--- src/rtl/serial_cmp_pkg.sv ---
// Shared types and constants for the serial magnitude comparator.
package serial_cmp_pkg;

  // Number of operand bits examined per clock.
  localparam int unsigned DIGIT_W = 2;

  typedef enum logic [1:0] {
    StIdle,
    StCmp,
    StDone
  } state_e;

  // One-hot comparison result.
  typedef struct packed {
    logic gt;
    logic eq;
    logic lt;
  } cmp_res_t;

endpackage

--- src/rtl/cmp2_slice.sv ---
// Combinational 2-bit magnitude comparator with one-hot G/E/L result.
module cmp2_slice
  import serial_cmp_pkg::*;
(
  input  logic [DIGIT_W-1:0] a,
  input  logic [DIGIT_W-1:0] b,
  output cmp_res_t           res
);

  // Exactly one flag is set for any input pair.
  always_comb begin
    res    = '0;
    res.gt = (a > b);
    res.eq = (a == b);
    res.lt = (a < b);
  end

endmodule

--- src/rtl/serial_mag_comparator.sv ---
// Handshaked MSB-first serial magnitude comparator, one 2-bit digit per clock.
// Define SERIAL_CMP_SIGNED_EN for two's-complement operands; the default build is unsigned.
module serial_mag_comparator
  import serial_cmp_pkg::*;
#(
  parameter int unsigned WIDTH = 8
) (
  input  logic                                  clk,
  input  logic                                  rst_n,
  input  logic                                  in_valid,
  output logic                                  in_ready,
  input  logic [WIDTH-1:0]                      a,
  input  logic [WIDTH-1:0]                      b,
  output logic                                  out_valid,
  input  logic                                  out_ready,
  output logic                                  gt,
  output logic                                  eq,
  output logic                                  lt,
  output logic [$clog2(WIDTH/DIGIT_W+1)-1:0]    ncmp
);

  localparam int unsigned DIGITS = WIDTH / DIGIT_W;
  localparam int unsigned CntW   = $clog2(DIGITS + 1);

  state_e               state_q;
  logic [WIDTH-1:0]     sa_q, sb_q;
  logic [CntW-1:0]      idx_q, cnt_q;
  logic [DIGIT_W-1:0]   dig_a, dig_b;
  cmp_res_t             res;

`ifdef SERIAL_CMP_SIGNED_EN
  logic first_digit;

  // Flipping both sign bits on the leading digit maps two's complement onto unsigned order.
  assign first_digit = (idx_q == CntW'(DIGITS - 1));
  assign dig_a = {sa_q[WIDTH-1] ^ first_digit, sa_q[WIDTH-2]};
  assign dig_b = {sb_q[WIDTH-1] ^ first_digit, sb_q[WIDTH-2]};
`else
  assign dig_a = sa_q[WIDTH-1 -: DIGIT_W];
  assign dig_b = sb_q[WIDTH-1 -: DIGIT_W];
`endif

  cmp2_slice u_slice (
    .a   (dig_a),
    .b   (dig_b),
    .res (res)
  );

  // Control FSM with registered handshake and result outputs.
  always_ff @(posedge clk or negedge rst_n) begin
    if (!rst_n) begin
      state_q   <= StIdle;
      sa_q      <= '0;
      sb_q      <= '0;
      idx_q     <= '0;
      cnt_q     <= '0;
      in_ready  <= 1'b0;
      out_valid <= 1'b0;
      gt        <= 1'b0;
      eq        <= 1'b0;
      lt        <= 1'b0;
      ncmp      <= '0;
    end else begin
      unique case (state_q)
        StIdle: begin
          // in_ready rises one cycle after reset release or result transfer.
          in_ready <= 1'b1;
          if (in_valid && in_ready) begin
            sa_q     <= a;
            sb_q     <= b;
            idx_q    <= CntW'(DIGITS - 1);
            cnt_q    <= '0;
            in_ready <= 1'b0;
            state_q  <= StCmp;
          end
        end
        StCmp: begin
          cnt_q <= cnt_q + CntW'(1);
          if (!res.eq) begin
            gt        <= res.gt;
            eq        <= 1'b0;
            lt        <= res.lt;
            ncmp      <= cnt_q + CntW'(1);
            out_valid <= 1'b1;
            state_q   <= StDone;
          end else if (idx_q == '0) begin
            gt        <= 1'b0;
            eq        <= 1'b1;
            lt        <= 1'b0;
            ncmp      <= CntW'(DIGITS);
            out_valid <= 1'b1;
            state_q   <= StDone;
          end else begin
            sa_q  <= sa_q << DIGIT_W;
            sb_q  <= sb_q << DIGIT_W;
            idx_q <= idx_q - CntW'(1);
          end
        end
        StDone: begin
          if (out_ready) begin
            out_valid <= 1'b0;
            gt        <= 1'b0;
            eq        <= 1'b0;
            lt        <= 1'b0;
            ncmp      <= '0;
            in_ready  <= 1'b1;
            state_q   <= StIdle;
          end
        end
        default: state_q <= StIdle;
      endcase
    end
  end

endmodule

--- config.mk ---
export PLATFORM = sky130hd
export DESIGN_NAME = serial_mag_comparator
export DESIGN_NICKNAME = d
export VERILOG_FILES = /design/src/rtl/serial_cmp_pkg.sv /design/src/rtl/cmp2_slice.sv /design/src/rtl/serial_mag_comparator.sv
export SDC_FILE = /design/constraint.sdc
export NUM_CORES = 1
export LEC_CHECK = 0
export BUFFER_PORTS_ARGS = -buffer_cell sky130_fd_sc_hd__buf_2
export CAP_MARGIN = 20
export CORE_UTILIZATION = 30
export DETAILED_ROUTE_END_ITERATION = 16
export SLEW_MARGIN = 10
export SYNTH_ARGS = -nofsm -noshare
export SYNTH_HDL_FRONTEND = slang
export SYNTH_SLANG_ARGS = --single-unit
--- constraint.sdc ---
create_clock -name clk -period 2.77 [get_ports clk]
set_input_delay 0.554 -clock clk [delete_from_list [all_inputs] [get_ports clk]]
set_output_delay 0.554 -clock clk [all_outputs]
set_load 0.005 [all_outputs]
### Word level (Yosys, flattened, before mapping)

Index checks and enable logic that the tools add are counted.

* word-level logic and storage cells: 71
* bits of input ports: 20
* flip-flop bits (word level): 32
* output and inout bits: 8

* reduce and logical (&&, ||, !) cells: 11
* order comparisons: 2
* equality and inequality tests: 8
* $add $sub $neg: 2
* multiplexer cells: 37

Operators by type and width (count)
* 8-bit 2-to-1 mux: 6
* 8-bit case mux with 2 select lines: 2
* 3-bit 2-to-1 mux: 7
* 3-bit case mux with 2 select lines: 3
* 1-bit case mux with 2 select lines: 5
* 1-bit 2-to-1 mux: 9
* 2-bit 2-to-1 mux: 4
* 2-bit inequality test (second input constant): 4
* 2-bit case mux with 3 select lines: 1
* 3-bit AND reduction: 2
* 2-bit nonzero test: 3
* 2-bit AND reduction: 2
* 4-bit AND reduction: 1
* 3-bit by 1-bit adder with 3-bit output (second input constant): 1
* 3-bit logical NOT: 1
* 3-bit inequality test (second input constant): 1
* 3-bit by 1-bit subtractor with 3-bit output (second input constant): 1
* 2-bit by 1-bit == test with 1-bit output (second input constant): 1
* 2-bit == test: 1
* 2-bit == test (second input constant): 1
* 2-bit > comparator: 1
* 2-bit logical NOT: 1
* 2-bit < comparator: 1
* 1-bit logical AND: 1

### Logic depth before layout (Yosys ltp)

Gate-level depths: netlist of run 1.

* depth in word-level cells: 4
* gate-level depth with buffers: 7
* mapped depth without buffers: 6

### Modules after synthesis

Synthesis of run 1 repeated with hierarchy kept, for this count alone.

* cells, all modules: 121
* area, all modules: 1492.7 um2

Modules (own cells, without submodules)
* serial_mag_comparator: instances 1, area an instance 1430.1 um2, cells each 112, sequential area each 800.8 um2
* cmp2_slice: instances 1, area an instance 62.6 um2, cells each 9, sequential area each 0.0 um2

### Least setup slack after synthesis of run 1

Ideal clock, no wire load.

* path kind: reg2reg
* start point: register idx_q[0]
* end point: register sa_q[2]
* path buffers: 1
* stages on the path, launching flop included: 7
* library setup time: 127 ps
* arrival: 1427 ps
* required time: 2643 ps
* path slack: 1216 ps
* period minus slack after synthesis: 1554 ps
* path through: dfrtp_1 > inv_1 > ha_1 > or2b_1 > a41oi_4 > buf_6 > o21ai_0

* word-level cells in the longest chain between the ends: 3

Ends and longest elaborated chain
* start, declared: line serial_mag_comparator.sv:27 `logic [CntW-1:0] idx_q, cnt_q;`
* start signal, assigned: line serial_mag_comparator.sv:71 `idx_q <= CntW'(DIGITS - 1);`
* start signal, assigned: line serial_mag_comparator.sv:96 `idx_q <= idx_q - CntW'(1);`
* 3-bit logical NOT: line serial_mag_comparator.sv:86 `end else if (idx_q == '0) begin`
* 2-bit inequality test (no source line)
* 4-bit AND reduction (no source line)
* end signal, assigned: line serial_mag_comparator.sv:94 `sa_q <= sa_q << DIGIT_W;`
* end, declared: line serial_mag_comparator.sv:26 `logic [WIDTH-1:0] sa_q, sb_q;`

Every way passes these cells.
A chain may end at the register's enable or synchronous reset.

### Worst setup path after layout of run 1

* start point: register state_q[1]
* end point: register idx_q[2]

* word-level cells in the longest chain between the ends: 3
* elaborated cells between the ends (all ways): 8
* those cells by class: 4 x eq/ne; 1 x mux; 3 x reduce/logical

Ends and longest elaborated chain
* start, declared: line serial_mag_comparator.sv:25 `state_e state_q;`
* start signal, assigned: line serial_mag_comparator.sv:52 `state_q <= StIdle;`
* start signal, assigned: line serial_mag_comparator.sv:74 `state_q <= StCmp;`
* start signal, assigned: line serial_mag_comparator.sv:85 `state_q <= StDone;`
* 2-bit by 1-bit == test with 1-bit output / 2-bit logical NOT (equally long branches): line serial_mag_comparator.sv:64 `unique case (state_q)`
* 2-bit inequality test (no source line) / 2-bit nonzero test (equally long branches)
* 4-bit AND reduction (no source line)

Several ways; a longest one is shown, not always the timed one.

==> flow_metrics.env, run 1 <==
export IMPL_maxCapViolCount=0
export IMPL_syn_inst=159
export IMPL_cp_max_fo=27
export IMPL_synthAdderAreaFrac_pct=3.84
export IMPL_insertion_delay_ns=0.28
export IMPL_synth_largest_area_cell="dfrtp_1"
export IMPL_cts_tree="yes"
export IMPL_cts_sinks=32
export IMPL_report_final_slew_viol_count=0
export IMPL_muxShareOfSynthArea_pct=10.7
export IMPL_ir_worst_vdd_uv=310
export IMPL_cts_resized_gates=0
export IMPL_cts_setup_buffers=0
export IMPL_cts_max_path_buffers=2
export IMPL_rrSetupSlack_ns=0.82
export IMPL_setup_viol=0
export IMPL_synth_edf_count=0
export IMPL_status="finished clean"
export IMPL_drt_total_wl_mm=3.04
export IMPL_ys_async_sr_fraction_pct=100
export IMPL_grt_usage_pct=12.8
export IMPL_fin_crit_ns=1.95
export IMPL_synth_warnings=0
export IMPL_final_nets=212
export IMPL_ys_top_cells_by_area="dfrtp_1, mux2i_1, nand2_1, buf_6, o21ai_0"
export IMPL_cts_hold_buffers=0
export IMPL_drt_initial_drc_count=46
export IMPL_slew_headroom_pct=50.8
export IMPL_gr_total_overflow=0
export IMPL_drc=0
export IMPL_path_cells="and4bb_1 -> a41oi_4 -> o21ai_0 -> nand2_1"
export IMPL_p_total_mw=2.18
export IMPL_synth_top_family_by_area="simple AND/OR/NAND/NOR gates"
export IMPL_ys_types=30
export IMPL_gp_congestion=0.746
export IMPL_synth_compound_area_share_pct=13.1
export IMPL_die_w_um=75.7
export IMPL_hp_class="input port to asynchronous set/reset pin"
export IMPL_antenna_left=0
export IMPL_synthSimpleGateAreaFrac_pct=16.7
export IMPL_cts_max_level=2
export IMPL_coreArea_mm2=0.00517
export IMPL_synth_avg_cell_area_um2=10.3
export IMPL_required_ns=2.99
export IMPL_grt_start_max_net_pins=33
export IMPL_nFillCells=526
export IMPL_period_share_pct=70.3
export IMPL_die_area_mm2=0.00573
export IMPL_tns_ns=0
export IMPL_rsz0062_at_grt="false"
export IMPL_ioPinCount=28
export IMPL_power_density_mw_per_mm2=1150
export IMPL_layout_commonest_cell="dfrtp_1"
export IMPL_synth_xor_area_share_pct=0
export IMPL_initial_core_util_pct=31.5
export IMPL_syn_to_final_growth_pct=16.3
export IMPL_arrival_ns=2.17
export IMPL_synth_seq_cells=32
export IMPL_worstSetupEndpointType="register"
export IMPL_dieHeight_um=75.7
export IMPL_port_buffers=27
export IMPL_post_route_util_pct=36.6
export IMPL_worst_pin_slew_ns=0.735
export IMPL_synth_area_mm2=0.00163
export IMPL_r2r_end="idx_q[2]"
export IMPL_antenna_found_initial=0
export IMPL_via_count=1198
export IMPL_first_global_vias=1160
export IMPL_row_count=26
export IMPL_slowest_delay_ns=0.65
export IMPL_insertedDiodeCount=0
export IMPL_path_class="register to register"
export IMPL_drive_gt1_share_pct=25.0
export IMPL_cts_buffers=5
export IMPL_root_buffer="clkbuf_8"
export IMPL_dr_pass1_iters=4
export IMPL_synth_fp_nets=184
export IMPL_p_leak_nw=0.916
export IMPL_fmax_mhz=514
export IMPL_worst_r2r_cell_count=4
export IMPL_final_cell_mix="dfrtp_1, nand2_1, buf_2"
export IMPL_finClkSkew_ns=0.00822
export IMPL_vias_per_cell=4.64
export IMPL_critPathSlowestCell="a41oi_4"
export IMPL_synth_seq_area_share_pct=49.1
export IMPL_grt_pass1_wl_mm=5.26
export IMPL_finalHoldViolations=0
export IMPL_clkTransAtPathRegs_ns=0.07
export IMPL_r2r_start="state_q[1]"
export IMPL_synth_top_area_share_pct=49.1
export IMPL_synth_flop_cell="dfrtp_1"
export IMPL_worstSetupStartpointType="register"
export IMPL_dpl_hpwl_mm=2.22
export IMPL_wl_per_cell_um=11.8
-- worst max path at each step --
stage	from	to	slack, ns	cells after the start
6_report	state_q[1]	idx_q[2]	0.82	4
5_1_grt	state_q[1]	idx_q[2]	0.58	4
4_1_cts	state_q[1]	idx_q[2]	0.78	4
3_5_place_dp	in_valid	sa_q[7]	0.73	4
3_3_place_gp	in_valid	idx_q[2]	0.76	5
2_1_floorplan	idx_q[0]	sa_q[2]	1.22	6
-- area by class of cell --
class	count	area (µm²)	area share (%)
Sequential cell	32	801	42.2
Multi-Input combinational cell	111	723	38.2
Timing Repair Buffer	28	143	7.52
Tap cell	70	87.6	4.62
Clock buffer	6	72.6	3.83
Clock inverter	2	35.0	1.85
Inverter	9	33.8	1.78
-- sequential cells by signal, indices dropped and copies added, names as in the netlist --
name       count
sb_q           8
eq             1
idx_q          3
sa_q           8
cnt_q          3
ncmp           3
out_valid      1
in_ready       1
lt             1
state_q        2
gt             1
-- logic make-up after synthesis --
group | after synthesis
DFF | 32
and+or+nand+nor | 56
buffers and inverters | 16
AOI/OAI and AO/OA | 33
muxes | 17
adders and majority gates | 5
-- synth_stat cells (2+ instances only) --
master and count:
a21oi_1 7, buf_6 6, dfrtp_1 32, ha_1 5, inv_1 9, mux2_2 4, mux2i_1 13, nand2_1 31
nand3_1 4, nor2_1 8, nor2b_1 2, nor3_1 2, o21ai_0 13, o21ai_1 4, o21ai_2 4
-- power by group --
| group | leakage (nW) | total (mW) | switching, mW | internal (mW) |
|---|---|---|---|---|
| logic | 0.467 | 0.929 | 0.524 | 0.405 |
| registers | 0.394 | 0.811 | 0.134 | 0.677 |
| clock network | 0.0552 | 0.437 | 0.171 | 0.267 |
-- metal layers --
metal  global-route usage (%)  wire length, µm  vias to the layer above
met3                     5.16              138                        2
met4                     5.56               23                        0
met1                     16.0             1410                      574
met5                        0                0                        -
met2                     19.5             1460                       22
li1                         -                -                      600
-- through the flow --
| step | cell area, µm² | cells | hold slack [ns] | setup WS (ns) |
|---|---|---|---|---|
| after floorplan | 1630 | 159 | 0.258 | 1.22 |
| after global placement | 1790 | 250 | 0.462 | 0.761 |
| after detailed placement | 1790 | 250 | 0.468 | 0.726 |
| after CTS | 1900 | 258 | 0.349 | 0.776 |
| after global routing | 1900 | 258 | 0.369 | 0.577 |
| final | 1900 | 258 | 0.324 | 0.824 |
-- worst max-delay path: cells and delay by family (launching register included) --
family | cells | cell delay [ns]
compound gates | 2 | 0.84
flops | 1 | 0.55
simple gates | 2 | 0.48
Note: power is estimated with default switching activity, not from simulation.
==> run 2, diff against run 1 <==
Settings changed: ABC_AREA set to 1.
Clock period 2.77 ns to 1.9 ns, I/O delays scaled along.
==> run 2 against run 1 <==
Critical path depth increased by 4. Largest power group unchanged. Hold slack got worse by 0.17 ns. First-iteration DRC count shrank 6.5%. Clock skew down 0.0055 ns. Synthesized cell count up 19%. Cell count grew 12%. Maximum frequency increased by 23%. Design area decreased by 0.26%. Sequential cell count did not move. Highest routed layer unchanged. Clock power is 23% higher.
==> flow_metrics.env, run 2 <==
export IMPL_period_share_pct=83.2
export IMPL_worstSetupStartpointType="register"
export IMPL_cts_max_level=2
export IMPL_tns_ns=0
export IMPL_critical_path_depth=8
export IMPL_antenna_left=0
export IMPL_maxCapViolCount=0
export IMPL_dieHeight_um=76.1
export IMPL_drive_gt1_share_pct=23.3
export IMPL_hp_class="input port to asynchronous set/reset pin"
export IMPL_worst_pin_slew_ns=0.736
export IMPL_first_global_vias=1212
export IMPL_required_ns=2.08
export IMPL_timing_critical_path_buf_inv=2
export IMPL_slew_headroom_pct=50.9
export IMPL_cts_hold_buffers=0
export IMPL_crit_family="simple AND/OR/NAND/NOR gates"
export IMPL_layout_commonest_cell="nand2_1"
export IMPL_worstSetupEndpointType="register"
export IMPL_synth_seq_area_share_pct=48.6
export IMPL_holdWs_ns=0.156
export IMPL_crit_end="sb_q[6]"
export IMPL_grt_pass1_wl_mm=5.44
export IMPL_synth_warnings=0
export IMPL_worst_r2r_cell_count=8
export IMPL_synth_seq_cells=32
export IMPL_vias_per_cell=4.35
export IMPL_crit_path_start="sa_q[7]"
export IMPL_arrival_ns=1.76
export IMPL_drc=0
export IMPL_power_density_mw_per_mm2=1610
export IMPL_synth_fp_nets=215
export IMPL_report_final_slew_viol_count=0
export IMPL_grt_start_max_net_pins=37
export IMPL_antenna_found_initial=0
export IMPL_ioPinCount=28
export IMPL_fin_crit_ns=1.58
export IMPL_ys_async_sr_fraction_pct=100
export IMPL_gp_congestion=0.740
export IMPL_post_route_util_pct=36.3
export IMPL_path_cells="ha_1 -> nand2_1 -> inv_1 -> nand3_4 -> nand2_8 -> inv_1 -> nand2_1 -> nand2_1"
export IMPL_synth_flop_cell="dfrtp_1"
export IMPL_syn_inst=190
export IMPL_synth_edf_count=0
export IMPL_nFillCells=581
export IMPL_fmax_mhz=633
export IMPL_insertion_delay_ns=0.28
export IMPL_ir_worst_vdd_uv=549
export IMPL_r2r_end="sb_q[6]"
export IMPL_finalHoldViolations=0
export IMPL_clkTransAtPathRegs_ns=0.07
export IMPL_cts_resized_gates=0
export IMPL_wl_per_cell_um=10.1
export IMPL_netlist_top_cells_count="nand2_1, dfrtp_1, o21ai_0, inv_1, o21ai_2"
export IMPL_drt_initial_drc_count=43
export IMPL_final_nets=243
export IMPL_ys_top_cells_by_area="dfrtp_1, nand2_1, o21ai_0, o21ai_2, inv_1"
export IMPL_slowest_delay_ns=0.39
export IMPL_insertedDiodeCount=0
export IMPL_coreArea_mm2=0.00520
export IMPL_grt_usage_pct=11.8
export IMPL_via_count=1256
export IMPL_gr_total_overflow=0
export IMPL_rsz0062_at_grt="false"
export IMPL_synth_largest_area_cell="dfrtp_1"
export IMPL_critPathSlowestCell="dfrtp_1"
export IMPL_cts_tree="yes"
export IMPL_syn_to_final_growth_pct=14.7
export IMPL_port_buffers=27
export IMPL_cts_buffers=5
export IMPL_root_buffer="clkbuf_8"
export IMPL_status="finished clean"
export IMPL_reg_top3="sa_q: 8 flops, sb_q: 8 flops"
export IMPL_synth_top_area_share_pct=48.6
export IMPL_dpl_hpwl_mm=2.02
export IMPL_cts_setup_buffers=0
export IMPL_dr_pass1_iters=4
export IMPL_cts_max_path_buffers=2
export IMPL_crit_top_cell="nand2_1"
export IMPL_synth_avg_cell_area_um2=8.67
export IMPL_final_cell_mix="nand2_1, dfrtp_1, buf_2"
export IMPL_cts_sinks=32
export IMPL_row_count=26
export IMPL_finClkSkew_ns=0.00271
export IMPL_path_class="register to register"
export IMPL_die_w_um=76.1
export IMPL_setup_viol=0
export IMPL_ys_types=23
export IMPL_synth_area_mm2=0.00165
export IMPL_cp_max_fo=36
export IMPL_r2r_start="sa_q[7]"
export IMPL_initial_core_util_pct=31.7
export IMPL_die_area_mm2=0.00579
export IMPL_synth_most_common_cell="nand2_1"
export IMPL_rrSetupSlack_ns=0.32
export IMPL_drt_total_wl_mm=2.93
export IMPL_p_leak_nw=0.964
run 2: cell types whose count changed after synthesis, moves of 4 or more:
cell,before,now
nand2_1,31,63
buf_6,6,2
nor2_1,8,4
inv_1,9,25
mux2i_1,13,0
o21ai_2,4,11
a21oi_1,7,1
o21ai_0,13,26
mux2_2,4,0
run 2: report_power, final:
group	total (mW)	internal [mW]	leakage, nW	switching, mW
clock	0.539	0.295	0.0455	0.244
combinational	1.39	0.501	0.516	0.887
sequential	1.12	0.990	0.403	0.132
total	3.05	1.79	0.964	1.26
run 2: worst min path at each step:
| stage | start | end | slack [ns] | cells past startpoint |
|---|---|---|---|---|
| 2_1_floorplan | rst_n | cnt_q[0] | 0.08 | 0 |
| 3_3_place_gp | out_valid | out_valid | 0.46 | 2 |
| 3_5_place_dp | sb_q[6] | sb_q[6] | 0.47 | 2 |
| 4_1_cts | rst_n | out_valid | 0.18 | 1 |
| 5_1_grt | rst_n | ncmp[1] | 0.21 | 1 |
| 6_report | rst_n | ncmp[1] | 0.16 | 1 |
run 2: worst reg2reg max path, cell delays in order, from the launching register on:
cell	delay, ns
dfrtp_1	0.39
ha_1	0.30
nand2_1	0.05
inv_1	0.15
nand3_4	0.14
nand2_8	0.22
inv_1	0.11
nand2_1	0.07
nand2_1	0.04
run 2: cells by family (layout without fill, tap and decap cells):
family,Yosys count,count (layout),synth area share [%]
xor+xnor,1,1,0.532
compound gates,41,41,15.1
fa+ha+maj,5,5,3.80
buf+inv,33,62,10.6
simple gates,78,78,21.3
flops,32,32,48.6
run 2: per-stage QoR:
step                      instance area (µm²)  setup WS, ns  instances  power [mW]
final                                    1890         0.320        289        3.05
after floorplan                          1650         0.511        190        2.35
after CTS                                1890         0.301        289        3.10
after global placement                   1800         0.353        281        2.51
after detailed placement                 1800         0.314        281        2.54
after global routing                     1890         0.162        289        3.38
run 2: final cells by class:
| cell class | instances | area, µm² | area share, % |
|---|---|---|---|
| multi-input combinational | 125 | 672 | 35.5 |
| sequential | 32 | 801 | 42.4 |
| timing repair buffer | 28 | 143 | 7.54 |
| inverter | 26 | 97.6 | 5.16 |
| tap | 70 | 87.6 | 4.63 |
| clock buffer | 8 | 90.1 | 4.77 |
run 2: routing by layer:
metal  vias up  wire [µm]  track usage [%]
met5         -          0                0
met4         0         61             6.35
met3         7        146             3.47
met2        35       1160             16.8
met1       559       1560             16.1
li1        655          -                -
